[src/rtl/fetch_ctrl_pkg.sv]
// Shared PC-source encodings, controller states and redirect priority helpers for the fetch stage.
// Pure declarations and functions; no latency or flow control of its own.
// Used by the redirect controller and its return-stack tracker.
package fetch_ctrl_pkg;

    localparam logic [2:0] PCSRC_SEQ     = 3'd0;
    localparam logic [2:0] PCSRC_JUMP    = 3'd1;
    localparam logic [2:0] PCSRC_BRANCH  = 3'd2;
    localparam logic [2:0] PCSRC_CALLRS1 = 3'd3;
    localparam logic [2:0] PCSRC_RET     = 3'd4;
    localparam logic [2:0] PCSRC_TRAP    = 3'd5;

    typedef enum logic [1:0] {
        ST_BOOT  = 2'd0,
        ST_RUN   = 2'd1,
        ST_FLUSH = 2'd2
    } state_t;

    typedef struct packed {
        logic ret;
        logic call_rs1;
        logic call;
        logic jump;
        logic taken;
    } redir_t;

    // Highest-priority redirect wins; calls to an immediate share the jump mux leg.
    function automatic logic [2:0] redirect_select(input redir_t r);
        if (r.ret)      return PCSRC_RET;
        if (r.call_rs1) return PCSRC_CALLRS1;
        if (r.call)     return PCSRC_JUMP;
        if (r.jump)     return PCSRC_JUMP;
        if (r.taken)    return PCSRC_BRANCH;
        return PCSRC_SEQ;
    endfunction

    function automatic logic redirect_conflict(input redir_t r);
        return $countones(r) > 1;
    endfunction

endpackage

[src/rtl/ras_tracker.sv]
// Return-address-stack occupancy tracker: gates push/pop strobes and records overflow/underflow.
// Strobes are combinational from requests; count and sticky flags update on the next clk edge.
// No backpressure: a push while full or pop while empty is dropped and flagged.
module ras_tracker
    import fetch_ctrl_pkg::*;
#(
    parameter int RAS_DEPTH = 8,
    parameter int CW        = $clog2(RAS_DEPTH + 1)
) (
    input  logic          clk,
    input  logic          reset,
    input  logic          push_req,
    input  logic          pop_req,
    output logic          ras_push,
    output logic          ras_pop,
    output logic          ras_empty,
    output logic [CW-1:0] ras_count,
    output logic          ras_overflow,
    output logic          ras_underflow
);

    logic ras_full;

    assign ras_empty = (ras_count == '0);
    assign ras_full  = (ras_count == CW'(RAS_DEPTH));
    assign ras_push  = push_req & ~ras_full;
    assign ras_pop   = pop_req & ~ras_empty;

    always_ff @(posedge clk) begin
        if (reset) begin
            ras_count     <= '0;
            ras_overflow  <= 1'b0;
            ras_underflow <= 1'b0;
        end else begin
            if (ras_push) begin
                ras_count <= ras_count + 1'b1;
            end else if (ras_pop) begin
                ras_count <= ras_count - 1'b1;
            end
            if (push_req & ras_full) begin
                ras_overflow <= 1'b1;
            end
            if (pop_req & ras_empty) begin
                ras_underflow <= 1'b1;
            end
        end
    end

endmodule

[src/rtl/fetch_redirect_controller.sv]
// Fetch-stage PC control: boot hold, redirect priority, multi-cycle kill flush and return-stack tracking.
// pc_source/pc_enable/kill/ras strobes are zero-latency; counters and sticky flags update next edge.
// stall freezes the PC and suppresses redirects; during FLUSH it also holds the flush counter.
module fetch_redirect_controller
    import fetch_ctrl_pkg::*;
#(
    parameter int RAS_DEPTH   = 8,
    parameter int KILL_CYCLES = 1,
    parameter int BOOT_CYCLES = 2,
    parameter int CNT_W       = 16
) (
    input  logic                           clk,
    input  logic                           reset,
    input  logic                           stall,
    input  logic                           sig_jump,
    input  logic                           sig_beq,
    input  logic                           sig_bne,
    input  logic                           sig_eq,
    input  logic                           sig_call,
    input  logic                           sig_call_rs1,
    input  logic                           sig_ret,
    output logic [2:0]                     pc_source,
    output logic                           pc_enable,
    output logic                           kill,
    output logic                           ras_push,
    output logic                           ras_pop,
    output logic [$clog2(RAS_DEPTH+1)-1:0] ras_count,
    output logic                           ras_overflow,
    output logic                           ras_underflow,
    output logic                           conflict,
    output logic [CNT_W-1:0]               redirect_count
);

    localparam int SEQ_MAX = (BOOT_CYCLES > KILL_CYCLES) ? BOOT_CYCLES : KILL_CYCLES;
    localparam int SW      = $clog2(SEQ_MAX + 1);

    state_t        state;
    logic [SW-1:0] seq_cnt;
    redir_t        req;
    logic [2:0]    winner;
    logic          accept;
    logic          any_redirect;
    logic          ras_empty;

    assign req = '{
        ret:      sig_ret,
        call_rs1: sig_call_rs1,
        call:     sig_call,
        jump:     sig_jump,
        taken:    (sig_beq & sig_eq) | (sig_bne & ~sig_eq)
    };

    assign accept       = (state == ST_RUN) & ~stall;
    assign winner       = redirect_select(req);
    assign any_redirect = accept & (winner != PCSRC_SEQ);

    // ret outranks both calls, so a push is only requested when no ret is present.
    ras_tracker #(
        .RAS_DEPTH (RAS_DEPTH),
        .CW        ($clog2(RAS_DEPTH + 1))
    ) u_ras (
        .clk           (clk),
        .reset         (reset),
        .push_req      (accept & (req.call | req.call_rs1) & ~req.ret),
        .pop_req       (accept & req.ret),
        .ras_push      (ras_push),
        .ras_pop       (ras_pop),
        .ras_empty     (ras_empty),
        .ras_count     (ras_count),
        .ras_overflow  (ras_overflow),
        .ras_underflow (ras_underflow)
    );

    always_comb begin
        pc_source = PCSRC_SEQ;
        pc_enable = 1'b0;
        kill      = 1'b0;
        case (state)
            ST_BOOT: begin
                kill = 1'b1;
            end
            ST_RUN: begin
                pc_enable = ~stall;
                kill      = any_redirect;
                if (any_redirect) begin
                    // A return with nothing on the stack restarts at the trap vector.
                    pc_source = ((winner == PCSRC_RET) && ras_empty) ? PCSRC_TRAP : winner;
                end
            end
            ST_FLUSH: begin
                kill      = 1'b1;
                pc_enable = ~stall;
            end
            default: begin
                kill = 1'b1;
            end
        endcase
    end

    always_ff @(posedge clk) begin
        if (reset) begin
            state          <= ST_BOOT;
            seq_cnt        <= SW'(BOOT_CYCLES - 1);
            conflict       <= 1'b0;
            redirect_count <= '0;
        end else begin
            case (state)
                ST_BOOT: begin
                    if (seq_cnt == '0) state <= ST_RUN;
                    else               seq_cnt <= seq_cnt - 1'b1;
                end
                ST_RUN: begin
                    if (any_redirect && (KILL_CYCLES > 1)) begin
                        state   <= ST_FLUSH;
                        seq_cnt <= SW'(KILL_CYCLES - 2);
                    end
                end
                ST_FLUSH: begin
                    if (!stall) begin
                        if (seq_cnt == '0) state <= ST_RUN;
                        else               seq_cnt <= seq_cnt - 1'b1;
                    end
                end
                default: begin
                    state <= ST_BOOT;
                end
            endcase
            if (accept && redirect_conflict(req)) begin
                conflict <= 1'b1;
            end
            if (any_redirect && !(&redirect_count)) begin
                redirect_count <= redirect_count + 1'b1;
            end
        end
    end

endmodule

[config.mk]
export PLATFORM = sky130hd
export DESIGN_NAME = fetch_redirect_controller
export DESIGN_NICKNAME = d
export VERILOG_FILES = /design/src/rtl/fetch_ctrl_pkg.sv /design/src/rtl/ras_tracker.sv /design/src/rtl/fetch_redirect_controller.sv
export SDC_FILE = /design/constraint.sdc
export NUM_CORES = 1
export LEC_CHECK = 0
export BUFFER_PORTS_ARGS = -buffer_cell sky130_fd_sc_hd__buf_2
export CORE_MARGIN = 2
export CORE_UTILIZATION = 45
export CTS_CLUSTER_DIAMETER = 150
export DETAILED_ROUTE_END_ITERATION = 12
export MAX_ROUTING_LAYER = met4
export PLACE_DENSITY = 0.82
export SYNTH_ARGS = -nofsm -noshare
export SYNTH_HDL_FRONTEND = slang
export SYNTH_SLANG_ARGS = --single-unit
[constraint.sdc]
create_clock -name clk -period 2.1 [get_ports clk]
set_input_delay 0.21 -clock clk [delete_from_list [all_inputs] [get_ports clk]]
set_output_delay 0.21 -clock clk [all_outputs]
set_load 0.01 [all_outputs]
==> flow_summary.toml, run 1 <==
[critical_path]
ff2ff_path_depth = 8
critical-path-top-delay-family = "simple AND/OR/NAND/NOR gates"
timing.critical_path.arrival_ns = 1.77
timing.reg2reg.setup_slack_ns = 0.13
critical-path-slowest-cell = "nor4_1"
setup.worst_path.start_class = "flop"
r2r_end = "u_ras.ras_count[3]"
critical-path-max-stage-delay_ns = 0.51
end_kind = "output pin"
timing.critical_path.required_ns = 1.89
worst-path-buf-inv = 3
crit_path_max_fo = 4
timing.critical_path.cells = "buf_4 -> nor4_1 -> inv_1 -> a21boi_0 -> buf_2"
worst-setup-path-type = "flop to output pin"
timing.rr.start = "state[0]"

[placement]
gp_congestion = 0.815
place_area_um2 = 1790
io_buffers = 39
place.detailed.instances = 257
post-dp-hpwl_um = 2300

[logic_synthesis]
yosys.area.top_type_share_pct = 36.2
synth.avg_cell_area_um2 = 8.50
synth.yosys.warnings = 0
synth_area_leader_cell = "dfxtp_1"
share_of_the_yosys_chip_area_belonging_to_registers_pct = 36.2
ys_dominant_reg_cell = "dfxtp_1"
asyncSetResetFlopFracSynth_pct = 0
post_synth_main_area_contributors = "dfxtp_1 36%, a21oi_1 6.3%, ha_1 5.2%"
post_synthesis_cell_area_um2 = 1440
postSynthNetCount = 187
ys_ff_latch = 26
synthDistinctLibCells = 38
synth_edf_count = 0
syn-instance-count = 169

[global_routing]
first_global_vias = 1260
grt_antenna_before_repair = 0
grt_util_all_layers_pct = 19.4
grt_max_degree = 27
grt-ovfl-total = 0
grt_pass1_wl_um = 5390

[cts]
clkLatencyLatePin_ns = 0.32
clk_pin_slew_worst_paths_ns = 0.15
h-tree-depth = 1
cts_made_buffers = 3
clockBufferDepth = 2
cts_tree = "built"
tritoncts_num_sinks = 26
cts.hold.buffers_added = 0
cts_root_buf = "clkbuf_4"

[sta]
period_needed_ns = 1.98
max_frequency_mhz = 506
slew_violations = 0
tightest_slew_ns = 0.564
report.final.hold_viol_count = 0
fin_worst_skew_ns = 0.00253
setup_viol = 0
fin_crit_sh_pct = 94.1
worst_slew_margin_rel_pct = 62.0

[drt]
topRoutingLayerUsed = "met4"
route.detailed.drc = 0
dr_wl_met2_um = 1380
first_pass_iters = 4
detailedRoute.firstIterationViolations = 98
via_count = 1377
post_drt_wl_per_cell_um = 11.6
drt.antenna.violating_nets = 0
totalWireLength_um = 3090
wl_met1_um = 1590
routed_via_density = 5.18
total_met3_wirelength_after_detailed_routing_um = 94

[power]
cellPowerDensity_nw_per_um2 = 656
p_leak_uw = 0.000801
power.ir.vdd_worst_mv = 0.348

[cells_and_area]
diodes = 0
stdcell_count = 266
final_common_cell = "buf_2"
finish.net_count = 241
drive_gt1_share_pct = 35.1
layout_common_cells = "39 x buf_2, 20 x nor2_1, 20 x dfxtp_1, 17 x a21oi_1, 15 x buf_4"
finished_layout_cell_area_um2 = 1880
synthToLayoutAreaGrowth_pct = 31.0

[floorplan]
start_util_pct = 47.0
core_area_um2 = 3050
design.die.area_um2 = 3660
floorplan.die.width_um = 60.5
die-height_um = 60.5
num_io_pins = 40
floorplan.rows = 20

[min_path]
hold-path-cell-count = 4
min_to = "conflict"
min_from = "sig_call_rs1"
worst_hold_path_type = "input pin to flop"

[status]
run_status = "completed"

[flow_run]
drv.max_cap_violation_count = 0
[area by class of cell]
cell class / instances / area [um2]
fill: 266 / 1170
multi-input combinational: 125 / 871
sequential: 26 / 536
timing repair buffer: 55 / 328
tap: 44 / 55.1
clock buffer: 4 / 47.5
inverter: 12 / 45.0
[logic make-up (layout without fill, tap and decap cells)]
family,Yosys count,after routing,share of synthesized area (%)
DFF,26,26,36.2
AOI/OAI and AO/OA,42,42,17.7
adders and majority gates,8,8,8.01
muxes,3,3,2.09
buffers and inverters,18,71,6.36
and+or+nand+nor,66,66,26.0
xor gates and xnor gates,6,6,3.66
[state kept, by name, indices dropped and copies added, names as in the netlist]
register,count
u_ras.ras_count,4
state,1
redirect_count,16
u_ras.ras_overflow,1
u_ras.ras_underflow,1
conflict,1
seq_cnt,2
[what timing repair did]
| item | 4_1_cts | 5_1_grt |
|---|---|---|
| setup buffers | 1 | 4 |
| endpoints found under the setup margin | 1 | 4 |
| pin swaps | 1 | 5 |
| resized for setup | 0 | 3 |
[per-stage QoR]
step / util, % / hold slack, ns / power (uW) / setup slack, ns / setup TNS, ns
finish: 61.6 / 0.271 / 1230 / 0.123 / 0
CTS: 60.5 / 0.275 / 1230 / 0.0358 / 0
global placement: 58.7 / 0.443 / 915 / 0.0270 / 0
floorplan: - / 0.437 / 818 / 0.00759 / 0
detailed placement: 58.7 / 0.450 / 924 / -0.0402 / -0.0402
global route: 61.6 / 0.307 / 1320 / -0.00104 / -0.00104
[synth_stat cells, types with 2 or more instances]
master / instances
o21ai_0: 9
nand2b_1: 2
mux2i_1: 3
dfxtp_1: 26
a21oi_1: 18
ha_1: 6
nor3_1: 6
o31ai_1: 5
inv_1: 12
o211ai_1: 2
or4_1: 6
clkbuf_1: 4
fa_1: 2
nand3_1: 4
nor2_1: 20
nand2_1: 7
or3_2: 4
xor2_1: 5
nor4_1: 3
or3_1: 5
nand4_1: 3
[worst reg2reg max path: cells and delay by family, from the launching register on]
| kind | cells | cell delay (ns) |
|---|---|---|
| muxes | 1 | 0.23 |
| xor gates and xnor gates | 1 | 0.18 |
| AOI/OAI and AO/OA | 1 | 0.17 |
| and+or+nand+nor | 3 | 0.44 |
| DFF | 1 | 0.40 |
| adders and majority gates | 1 | 0.35 |
| buffers and inverters | 1 | 0.11 |
[metal layers]
| layer | vias to the layer above | GRT usage, % |
|---|---|---|
| met5 | - | - |
| met4 | 0 | 5.28 |
| met3 | 2 | 2.13 |
| met2 | 32 | 30.7 |
| met1 | 627 | 26.5 |
| li1 | 716 | - |
[where the power goes]
| part | total [uW] | switching, uW | internal, uW | leakage (uW) |
|---|---|---|---|---|
| Sequential | 565 | 28.8 | 537 | 0.000214 |
| Combinational | 368 | 197 | 171 | 0.000561 |
| Clock | 301 | 156 | 145 | 0.0000261 |
[how the worst max path moves through the flow]
stage	end	slack [ns]	cells after the start	start
final	pc_source[0]	0.12	5	u_ras.ras_count[0]
after global routing	pc_source[0]	-0.001	5	u_ras.ras_count[0]
after CTS	u_ras.ras_count[3]	0.04	9	u_ras.ras_count[0]
after detailed placement	u_ras.ras_count[3]	-0.04	9	u_ras.ras_count[0]
after global placement	u_ras.ras_count[3]	0.03	9	u_ras.ras_count[0]
after floorplan	u_ras.ras_count[3]	0.008	9	u_ras.ras_count[3]
No activity file was read; power rests on OpenSTA's default activity.
==> run 2, diff against run 1 <==
--- a/config.mk
+++ b/config.mk
@@ -6,12 +6,14 @@
 export NUM_CORES = 1
 export LEC_CHECK = 0
 export BUFFER_PORTS_ARGS = -buffer_cell sky130_fd_sc_hd__buf_2
+export CAP_MARGIN = 5
 export CORE_MARGIN = 2
-export CORE_UTILIZATION = 45
+export CORE_UTILIZATION = 46
 export CTS_CLUSTER_DIAMETER = 150
 export DETAILED_ROUTE_END_ITERATION = 12
 export MAX_ROUTING_LAYER = met4
-export PLACE_DENSITY = 0.82
+export PLACE_DENSITY = 0.83
+export RECOVER_POWER = 100
 export SYNTH_ARGS = -nofsm -noshare
 export SYNTH_HDL_FRONTEND = slang
 export SYNTH_SLANG_ARGS = --single-unit
==> run 2 against run 1 <==
First-iteration DRC count down 56%; clock power down 26%; critical path type is now flop to flop; die area down 2.0%; maximum frequency up 0.17%; combinational power down 12%; flip-flop and latch count unchanged; utilization down 3.4 points; clock skew about the same; power down 9.3%; critical endpoint is now u_ras.ras_count[3]; clock-buffer cell count unchanged; non-clock buffer count down 8; register-to-register slack about the same.
==> flow_summary.toml, run 2 (synthesis results as in run 1) <==
[sta]
fin_crit_sh_pct = 94.0
rsz_0062_raised_after_global_routing = "true"
worst_slew_margin_rel_pct = 60.0
final.hold.worst_slack_ns = 0.294
fin_worst_skew_ns = 0.00279
max_frequency_mhz = 507
setup_viol = 0
slew_violations = 0
tightest_slew_ns = 0.598
report.final.hold_viol_count = 0
period_needed_ns = 1.97

[cells_and_area]
top_register = "redirect_count"
final_common_cell = "clkbuf_1"
area.sequential_um2 = 532
largest_reg_flops = 16
drive_gt1_share_pct = 21.5
postLayoutCoreUtil_pct = 58.2
diodes = 0
layout_common_cells = "23 x clkbuf_1, 21 x dfxtp_1, 20 x nor2_1, 19 x buf_2, 17 x a21oi_1"
fillerInstances = 301
largest_registers = "redirect_count (16), u_ras.ras_count (4), seq_cnt (2)"
finish.net_count = 233
synthToLayoutAreaGrowth_pct = 21.7
multiInputGateArea_um2 = 871

[critical_path]
timing.rr.start = "u_ras.ras_count[1]"
timing.critical_path.required_ns = 2.31
setup.worst_path.start_class = "flop"
worst-setup-path-type = "flop to flop"
critPathLaunch = "u_ras.ras_count[1]"
end_kind = "flop"
timing.critical_path.arrival_ns = 2.18
crit_path_max_fo = 6

[placement]
gp_congestion = 0.790
io_buffers = 39
post-dp-hpwl_um = 2290

[drt]
route.detailed.drc = 0
post_drt_wl_per_cell_um = 12.3
routed_via_density = 5.49
via_count = 1357
first_pass_iters = 4
drt.antenna.violating_nets = 0
totalWireLength_um = 3040
detailedRoute.firstIterationViolations = 43

[flow_run]
drv.max_cap_violation_count = 0

[cts]
clockBufferDepth = 2
cts.hold.buffers_added = 0
clkLatencyLatePin_ns = 0.32
tritoncts_num_sinks = 26
h-tree-depth = 1
clk_pin_slew_worst_paths_ns = 0.14
cts_tree = "built"
cts_root_buf = "clkbuf_4"
cts_made_buffers = 3

[power]
p_leak_uw = 0.000649
cellPowerDensity_nw_per_um2 = 641
power.ir.vdd_worst_mv = 0.436

[floorplan]
num_io_pins = 40
floorplan.rows = 20
floorplan.die.width_um = 59.9
core_area_um2 = 3000
design.die.area_um2 = 3590
start_util_pct = 47.8
die-height_um = 59.9

[min_path]
worst_hold_path_type = "input pin to flop"
min_from = "sig_call_rs1"

[global_routing]
grt_util_all_layers_pct = 18.6
first_global_vias = 1182
grt_max_degree = 27
grt_pass1_wl_um = 5120
grt-ovfl-total = 0
grt_antenna_before_repair = 0

[status]
run_status = "completed"
[run 2: cell types whose count changed in the layout (fill, tap and decap cells not counted), sizes merged]
cell,before,now
clkbuf,4,27
buf,55,24
[run 2: per-stage QoR]
| step | setup slack, ns | std cells | setup TNS [ns] | cell area [um2] | total power, uW |
|---|---|---|---|---|---|
| after global routing | -0.0124 | 247 | -0.0124 | 1750 | 1200 |
| after detailed placement | 0.0841 | 242 | 0 | 1750 | 914 |
| after floorplan | 0.00759 | 169 | 0 | 1490 | 818 |
| final | 0.127 | 247 | 0 | 1750 | 1120 |
| after global placement | 0.138 | 242 | 0 | 1750 | 906 |
| after CTS | 0.0615 | 246 | 0 | 1770 | 1130 |
[run 2: worst max-delay path: stages, from the launching register on]
cell and delay (ns):
dfxtp_4 0.40, nor4b_4 0.35, nor4_4 0.09, inv_2 0.10
ha_4 0.20, a21o_1 0.16, a21oi_2 0.13, mux2i_1 0.22
xor2_1 0.16, nor2_1 0.05
[run 2: per-layer routing]
layer | global-route usage [%] | vias to the layer above | part of all wire [%]
met1 | 26.7 | 624 | 49
met2 | 27.6 | 28 | 46
met5 | - | - | 0
li1 | - | 703 | -
met4 | 4.13 | 0 | 0.43
met3 | 2.81 | 2 | 4.0
[run 2: worst paths after layout]
path | slack, ns | cells after the start | end
max | 0.13 | 9 | u_ras.ras_count[3]
min | 0.29 | 4 | conflict
max reg2reg | 0.13 | 9 | u_ras.ras_count[3]
min reg2reg | 0.49 | 2 | u_ras.ras_underflow
[run 2: report_power, final]
group | switching (uW) | leakage, uW | internal [uW]
registers | 38.2 | 0.000214 | 534
logic | 177 | 0.000421 | 147
clock network | 150 | 0.0000150 | 74.2
[run 2: final cells by class]
class	count	area share, %
well taps	33	2.36
repair buffers	47	13.3
clock buffers	4	1.50
flip-flops and latches	26	30.4
inverters	12	2.58
multi-input cells	125	49.8
[run 2: what timing repair did]
action | 4_1_cts | 5_1_grt
endpoints found under the setup margin | 0 | 2
resized for setup | 0 | 1
buffers inserted | 0 | 1
